`src/rtl/simple_pkg.sv`:
```
// simple_pkg -- constants shared by the EX/MEM pipeline slice.
//   FLAG_*     : bit positions inside the {S,Z,C,V} flag vector
//   br_cond_e  : branch condition encodings carried on br_cond
//   mem_ctrl_t : MEM-stage side-effect controls that must drop with m_valid
package simple_pkg;

  localparam int FLAG_W    = 4;
  localparam int FLAG_S    = 3;
  localparam int FLAG_Z    = 2;
  localparam int FLAG_C    = 1;
  localparam int FLAG_V    = 0;

  localparam int RD_ADDR_W = 3;
  localparam int BR_COND_W = 3;

  // Encodings 100, 101 and 110 are reserved and never taken.
  typedef enum logic [BR_COND_W-1:0] {
    BR_BE     = 3'b000,
    BR_BLT    = 3'b001,
    BR_BLE    = 3'b010,
    BR_BNE    = 3'b011,
    BR_ALWAYS = 3'b111
  } br_cond_e;

  typedef struct packed {
    logic rd_we;
    logic mem_rd;
    logic mem_wr;
  } mem_ctrl_t;

endpackage

```
`src/rtl/br_cond_eval.sv`:
```
// br_cond_eval -- combinational branch condition decode.
//   flags   in  [3:0] architectural flags {S,Z,C,V}
//   br_cond in  [2:0] condition code (see simple_pkg::br_cond_e)
//   taken   out       condition holds for the given flags
module br_cond_eval
  import simple_pkg::*;
(
  input  logic [FLAG_W-1:0]    flags,
  input  logic [BR_COND_W-1:0] br_cond,
  output logic                 taken
);

  logic s_xor_v;
  logic unused_carry;

  assign s_xor_v      = flags[FLAG_S] ^ flags[FLAG_V];
  // No condition in this ISA consumes the carry flag.
  assign unused_carry = flags[FLAG_C];

  always_comb begin
    // NOTE: assigning a default before the case keeps this purely
    // combinational; a path that leaves 'taken' unassigned infers a latch.
    taken = 1'b0;
    case (br_cond)
      BR_BE:     taken = flags[FLAG_Z];
      BR_BLT:    taken = s_xor_v;
      BR_BLE:    taken = flags[FLAG_Z] | s_xor_v;
      BR_BNE:    taken = ~flags[FLAG_Z];
      BR_ALWAYS: taken = 1'b1;
      default:   taken = 1'b0;
    endcase
  end

endmodule

```
`src/rtl/ex_mem_stage.sv`:
```
// ex_mem_stage -- EX->MEM pipeline register with flag register and
// branch resolution.
//   clk, rst (async, active-high)
//   stall, flush                     : pipeline control (flush wins)
//   ex_valid, alu_out, alu_cond,
//   cond_we, br_en, br_cond,
//   br_target, rd_addr, rd_we,
//   mem_rd, mem_wr, st_data          : EX-stage instruction
//   m_*                              : registered copies for MEM
//   flags                            : architectural {S,Z,C,V}
//   br_taken, br_pc                  : one-cycle redirect pulse and target
module ex_mem_stage
  import simple_pkg::*;
#(
  parameter int               WIDTH    = 16,
  parameter logic [FLAG_W-1:0] FLAG_RST = 4'b0000
) (
  input  logic                 clk,
  input  logic                 rst,
  input  logic                 stall,
  input  logic                 flush,
  input  logic                 ex_valid,
  input  logic [WIDTH-1:0]     alu_out,
  input  logic [FLAG_W-1:0]    alu_cond,
  input  logic                 cond_we,
  input  logic                 br_en,
  input  logic [BR_COND_W-1:0] br_cond,
  input  logic [WIDTH-1:0]     br_target,
  input  logic [RD_ADDR_W-1:0] rd_addr,
  input  logic                 rd_we,
  input  logic                 mem_rd,
  input  logic                 mem_wr,
  input  logic [WIDTH-1:0]     st_data,
  output logic                 m_valid,
  output logic [WIDTH-1:0]     m_alu_out,
  output logic [RD_ADDR_W-1:0] m_rd_addr,
  output logic                 m_rd_we,
  output logic                 m_mem_rd,
  output logic                 m_mem_wr,
  output logic [WIDTH-1:0]     m_st_data,
  output logic [FLAG_W-1:0]    flags,
  output logic                 br_taken,
  output logic [WIDTH-1:0]     br_pc
);

  logic                 m_valid_q,   m_valid_d;
  logic [WIDTH-1:0]     m_alu_out_q, m_alu_out_d;
  logic [RD_ADDR_W-1:0] m_rd_addr_q, m_rd_addr_d;
  mem_ctrl_t            m_ctrl_q,    m_ctrl_d;
  logic [WIDTH-1:0]     m_st_data_q, m_st_data_d;
  logic [FLAG_W-1:0]    flags_q,     flags_d;
  logic                 br_taken_q,  br_taken_d;
  logic [WIDTH-1:0]     br_pc_q,     br_pc_d;

  logic cond_true;

  // Evaluated against the registered flags so a flag-setter one slot ahead
  // is visible, and a branch that also sets flags sees the old value.
  br_cond_eval u_br_cond_eval (
    .flags   (flags_q),
    .br_cond (br_cond),
    .taken   (cond_true)
  );

  always_comb begin
    m_valid_d   = m_valid_q;
    m_alu_out_d = m_alu_out_q;
    m_rd_addr_d = m_rd_addr_q;
    m_ctrl_d    = m_ctrl_q;
    m_st_data_d = m_st_data_q;
    flags_d     = flags_q;
    br_taken_d  = 1'b0;        // redirect is a pulse, never held
    br_pc_d     = br_pc_q;

    if (flush) begin
      // Killed slot: payload data may go stale, side effects may not.
      m_valid_d = 1'b0;
      m_ctrl_d  = '0;
    end else if (stall) begin
      // Everything holds; only the redirect pulse drops.
    end else if (ex_valid) begin
      m_valid_d   = 1'b1;
      m_alu_out_d = alu_out;
      m_rd_addr_d = rd_addr;
      m_ctrl_d    = '{rd_we: rd_we, mem_rd: mem_rd, mem_wr: mem_wr};
      m_st_data_d = st_data;
      if (cond_we) flags_d = alu_cond;
      if (br_en && cond_true) begin
        br_taken_d = 1'b1;
        br_pc_d    = br_target;
      end
    end else begin
      m_valid_d = 1'b0;
      m_ctrl_d  = '0;
    end
  end

  always_ff @(posedge clk or posedge rst) begin
    // NOTE: state registers use non-blocking assignment so every register
    // samples the pre-edge value of every other; blocking here would make
    // the result depend on statement order.
    if (rst) begin
      m_valid_q   <= 1'b0;
      m_alu_out_q <= '0;
      m_rd_addr_q <= '0;
      m_ctrl_q    <= '0;
      m_st_data_q <= '0;
      flags_q     <= FLAG_RST;
      br_taken_q  <= 1'b0;
      br_pc_q     <= '0;
    end else begin
      m_valid_q   <= m_valid_d;
      m_alu_out_q <= m_alu_out_d;
      m_rd_addr_q <= m_rd_addr_d;
      m_ctrl_q    <= m_ctrl_d;
      m_st_data_q <= m_st_data_d;
      flags_q     <= flags_d;
      br_taken_q  <= br_taken_d;
      br_pc_q     <= br_pc_d;
    end
  end

  assign m_valid   = m_valid_q;
  assign m_alu_out = m_alu_out_q;
  assign m_rd_addr = m_rd_addr_q;
  assign m_rd_we   = m_ctrl_q.rd_we;
  assign m_mem_rd  = m_ctrl_q.mem_rd;
  assign m_mem_wr  = m_ctrl_q.mem_wr;
  assign m_st_data = m_st_data_q;
  assign flags     = flags_q;
  assign br_taken  = br_taken_q;
  assign br_pc     = br_pc_q;

endmodule

```
`config.mk`:
```
export PLATFORM = sky130hd
export DESIGN_NAME = ex_mem_stage
export DESIGN_NICKNAME = d
export VERILOG_FILES = /design/src/rtl/simple_pkg.sv /design/src/rtl/br_cond_eval.sv /design/src/rtl/ex_mem_stage.sv
export SDC_FILE = /design/constraint.sdc
export NUM_CORES = 1
export LEC_CHECK = 0
export CORE_UTILIZATION = 25
export CTS_CLUSTER_SIZE = 24
export DETAILED_ROUTE_END_ITERATION = 6
export PLACE_DENSITY = 0.54
export SYNTH_ARGS = -nofsm -noshare
export SYNTH_HDL_FRONTEND = slang
export SYNTH_SLANG_ARGS = --single-unit
```
`constraint.sdc`:
```
create_clock -name clk -period 2.5 [get_ports clk]
set_input_delay 0.75 -clock clk [delete_from_list [all_inputs] [get_ports clk]]
set_output_delay 0.75 -clock clk [all_outputs]
set_load 0.005 [all_outputs]
```
# Yosys cells after proc, flatten, opt, wreduce, memory -nomap -nowiden
# Cells that the tools add are included.
# word_totals
regBits,60
input_bits,68
output_inout_bits,60
# classes
eq_ne,5
mux,11
bitwise_logic,5
n_reduce_logical,5
# op_table
cell,n
$mux W3,3
$reduce_and A4 Y1,2
$mux W1,7
$eq A3 B2 Y1 const B,2
$pmux W1 S5,1
$eq A3 B1 Y1 const B,1
$eq A3 B3 Y1 const B,1
$logic_not A3 Y1,1
$not A1 Y1,3
$reduce_and A3 Y1,1
$ne A2 B1 Y1 const B,1
$logic_and A1 B1 Y1,1
$or A1 B1 Y1,1
$xor A1 B1 Y1,1

# Depth between registers and ports, before layout
# Gate-level depths: netlist of run 1.
# depth
word_depth,8
mapped_depth,6
mapped_depth_nobuf,4

# By module
# A second synthesis of run 1 with hierarchy kept.
# hier_totals
cells_unflattened,142
area_unflattened_um2,2351.0
# modules_own_cells
module,instances,cells_per_inst,area_each_um2,seq_area_each_um2
ex_mem_stage,1,135,2298.5,1501.4
br_cond_eval,1,7,52.6,0.0

# Worst setup path before layout of run 1
# OpenSTA, ideal clock, no wires.
# synth_path
kind,input -> register
from,input flush
to,"register br_pc_q[0], in the netlist br_pc[0]"
setup_ps,125
arrival_time_ps,1928
path_slack_ps,447
path_stages,6
n_path_buf,2
cell_sequence,nor3b_2 buf_4 o2111ai_4 a21oi_4 buf_8 mux2_4
# synth_between
elab_chain_len,2
# synth_lines
element,line_no,source
start: declaration,ex_mem_stage.sv:21,"input logic flush,"
$not A1 Y1 (no line),n/a,
$reduce_and A4 Y1 (no line),n/a,
end signal: assignment,ex_mem_stage.sv:119,br_pc_q <= br_pc_d;
end: declaration,ex_mem_stage.sv:53,"logic [WIDTH-1:0] br_pc_q, br_pc_d;"
# No other way between the ends.
# A chain may end at the register's enable or synchronous reset.

# Worst setup path after layout of run 1
# layout_path
from,input ex_valid
to,"register br_pc_q[11], in the netlist br_pc[11]"
# layout_between
elab_chain_len,1
# layout_lines
element,line_no,source
start: declaration,ex_mem_stage.sv:22,"input logic ex_valid,"
$reduce_and A4 Y1 (no line),n/a,
# No other way between the ends.

==> run summary, run 1 <==
Status - completed
Worst-path maximum fanout - 17
Max Slew Vio Count - 0
Core footprint - 9200 um^2
Period minus WS final - 2190 ps
Die ar. - 9810 um^2
Commonest cells in the netlist - dfrtp_1, mux2_2, mux2_4
Input/output buffers - 127
Worst Hold Class - flip-flop to flip-flop
Post-detail-place hpwl - 3900 um
Routed WL - 5530 um
Area growth, synth to finish - 72.6%
RR Endpoint - br_pc[11]
Drt pass-1 iters - 4
Final WS setup - 312 ps
RSZ-0062 raised after global routing - no
P per Cell Area - 793 nW/um^2
Skew final - 6.67 ps
Chip height - 99.0 um
CTS tree - yes
# DRC - 0
Gpl congestion - 0.649
Number of DRC markers in iteration 0 - 34
Synth Cell Area - 2350 um^2
Die Wd - 99.0 um
Final setup vio count - 0
Post-synth EDFFs - 0
Post-route ant nets - 0
Initial antenna violation count - 0
Top cell type's share of synthesized area - 63.8%
Design Area, Final - 4060 um^2
Layout cells sized above 1 - 28.0%
Vias post-DR - 1711
Placed Cells incl. Taps - 384
Number of CTS-inserted buffers - 9
CP Launch Type - input port
Fin crit share - 87.5%
Final #Nets - 352
Ys flop type - dfrtp_1
IO Pins - 128
Place WS - -41.6 ps
Hold-fix buffer count after cts - 0
CP peak stage delay - 510 ps
Core Util, Final - 44.2%
CTS resizes - 0
Most frequent cell after synthesis - dfrtp_1
Dominant cell type by area after synthesis - dfrtp_1
Ys Warns - 0
Leakage - 1.68 nW
Worst Reg-to-Reg Cells - 5
Rows - 35
First-pass GRT wire length - 9060 um
Global route total overflow - 0
WHS Endpoint - m_st_data[1]
Setup crit end kind - flip-flop
Clock Path Buffers - 2
Area after DPL - 3830 um^2
Worst hold stages - 1
Min-delay src - m_st_data[1]
Endpoints failing hold - 0
Gate Count Post-Synth - 143
DR WL/cell - 13.8 um
Syn Nets - 211
CP Class - input port to flip-flop
Share of flip-flops with an asynchronous set or reset - 100%
Worst path slowest cell - clkdlybuf4s50_1
Achievable Freq - 457 MHz
Crit-path cells - clkdlybuf4s50_1 > nor3b_4 > o2111ai_4 > a21oi_4 > buf_12 > mux2_2
Syn avg cell area - 16.5 um^2
Vias in the first global route - 1867
FF+latch count, synth - 60
Postcts setup bufs - 0
Netlist cell types - 19
H-tree levels - 3
Worst slew margin - 77.1%
Ant. Diodes - 0
GRT Total Usage - 12.2%
Clk slew on worst S/H paths - 60 ps
Via density - 4.28
R2r setup slk - 970 ps
CTS root buf - clkbuf_8
Largest net degree at the start of global routing - 61
Post-route insts no fill - 400
Sequential cell area fraction in the yosys report - 63.8%
Max cap viols - 0
Worst-Margin Slew - 341 ps
Largest cells by area after synthesis - dfrtp_1, mux2_2, mux2_4, o2111ai_4, nor2_1
Worst-Skew Late Latency - 330 ps
Crit path arrival time - 2400 ps
Starting Density - 25.6%
CTS Sinks - 60
Worst ir drop on vdd - 272 uV
Worst EP required - 2710 ps
R2r startpoint - flags[0]
[critical path: cells and delay by family]
| family | cells | cell delay, ps |
|---|---|---|
| mux | 1 | 350 |
| simple gates | 1 | 280 |
| compound gates | 2 | 330 |
| buf+inv | 2 | 690 |
[how the worst max path moves through the flow]
stage | start | endpoint | slack [ps] | depth (start not counted)
2_1_floorplan | rst | br_pc[0] | 270 | 1
3_3_place_gp | ex_valid | br_pc[11] | 20 | 6
3_5_place_dp | ex_valid | br_pc[11] | -40 | 6
4_1_cts | ex_valid | br_pc[11] | 300 | 6
5_1_grt | ex_valid | br_pc[9] | 250 | 6
6_report | ex_valid | br_pc[11] | 310 | 6
[state kept, by name, indices dropped and copies added (netlist names)]
signal,flops
br_pc,16
br_taken,1
flags,4
m_alu_out,16
m_mem_rd,1
m_mem_wr,1
m_rd_addr,3
m_rd_we,1
m_st_data,16
m_valid,1
[per-stage QoR]
| step | TNS (ps) | hold WS (ps) | total power, mW |
|---|---|---|---|
| global placement | 0 | 489 | 2.20 |
| detailed placement | -218 | 494 | 2.22 |
| finish | 0 | 504 | 3.22 |
| global route | 0 | 516 | 3.40 |
| floorplan | 0 | 504 | 1.60 |
| CTS | 0 | 510 | 3.28 |
[layout make-up]
type                            instances  area, um^2
Multi-Input combinational cell         76         813
Tap cell                              111         139
Sequential cell                        60        1500
Clock buffer                           11         131
Inverter                                2        7.51
Fill cell                             877        5130
Clock inverter                          5         100
Timing Repair Buffer                  135        1370
[per-layer routing]
metal	part of all wire, %	track usage [%]
met3	8.8	5.04
met1	44	15.1
met2	45	18.1
met5	0	0
met4	1.7	6.54
[cell usage in the layout (no fill, tap or decap), types with 3 or more instances in the layout]
master           count
clkbuf_8             9
buf_4                5
mux2_4               9
clkdlybuf4s50_1    127
mux2_2              46
dfrtp_1             60
nor2_1               5
buf_12               3
bufinv_16            3
a21oi_1              3
[power breakdown]
group          internal, mW  switching [mW]
clock network         0.660           0.371
registers              1.19           0.114
logic                 0.657           0.229
[kinds of logic (layout without fill, tap and decap cells)]
logic type                Yosys count  in the layout  share of synthesized area, %
DFF                                60             60                          63.8
muxes                              55             55                          27.8
and+or+nand+nor                    12             12                          2.87
AOI/OAI and AO/OA                   8              8                          3.30
buffers and inverters               7            153                          1.91
xor gates and xnor gates            1              1                         0.372
Note: power is estimated with default switching activity, not from simulation.
==> run 2, diff against run 1 <==
--- a/config.mk
+++ b/config.mk
@@ -12,3 +12,4 @@
 export SYNTH_ARGS = -nofsm -noshare
 export SYNTH_HDL_FRONTEND = slang
 export SYNTH_SLANG_ARGS = --single-unit
+export TNS_END_PERCENT = 5
==> results of run 2 <==
The final DEF is identical to that of run 1; final timing and power are the same.
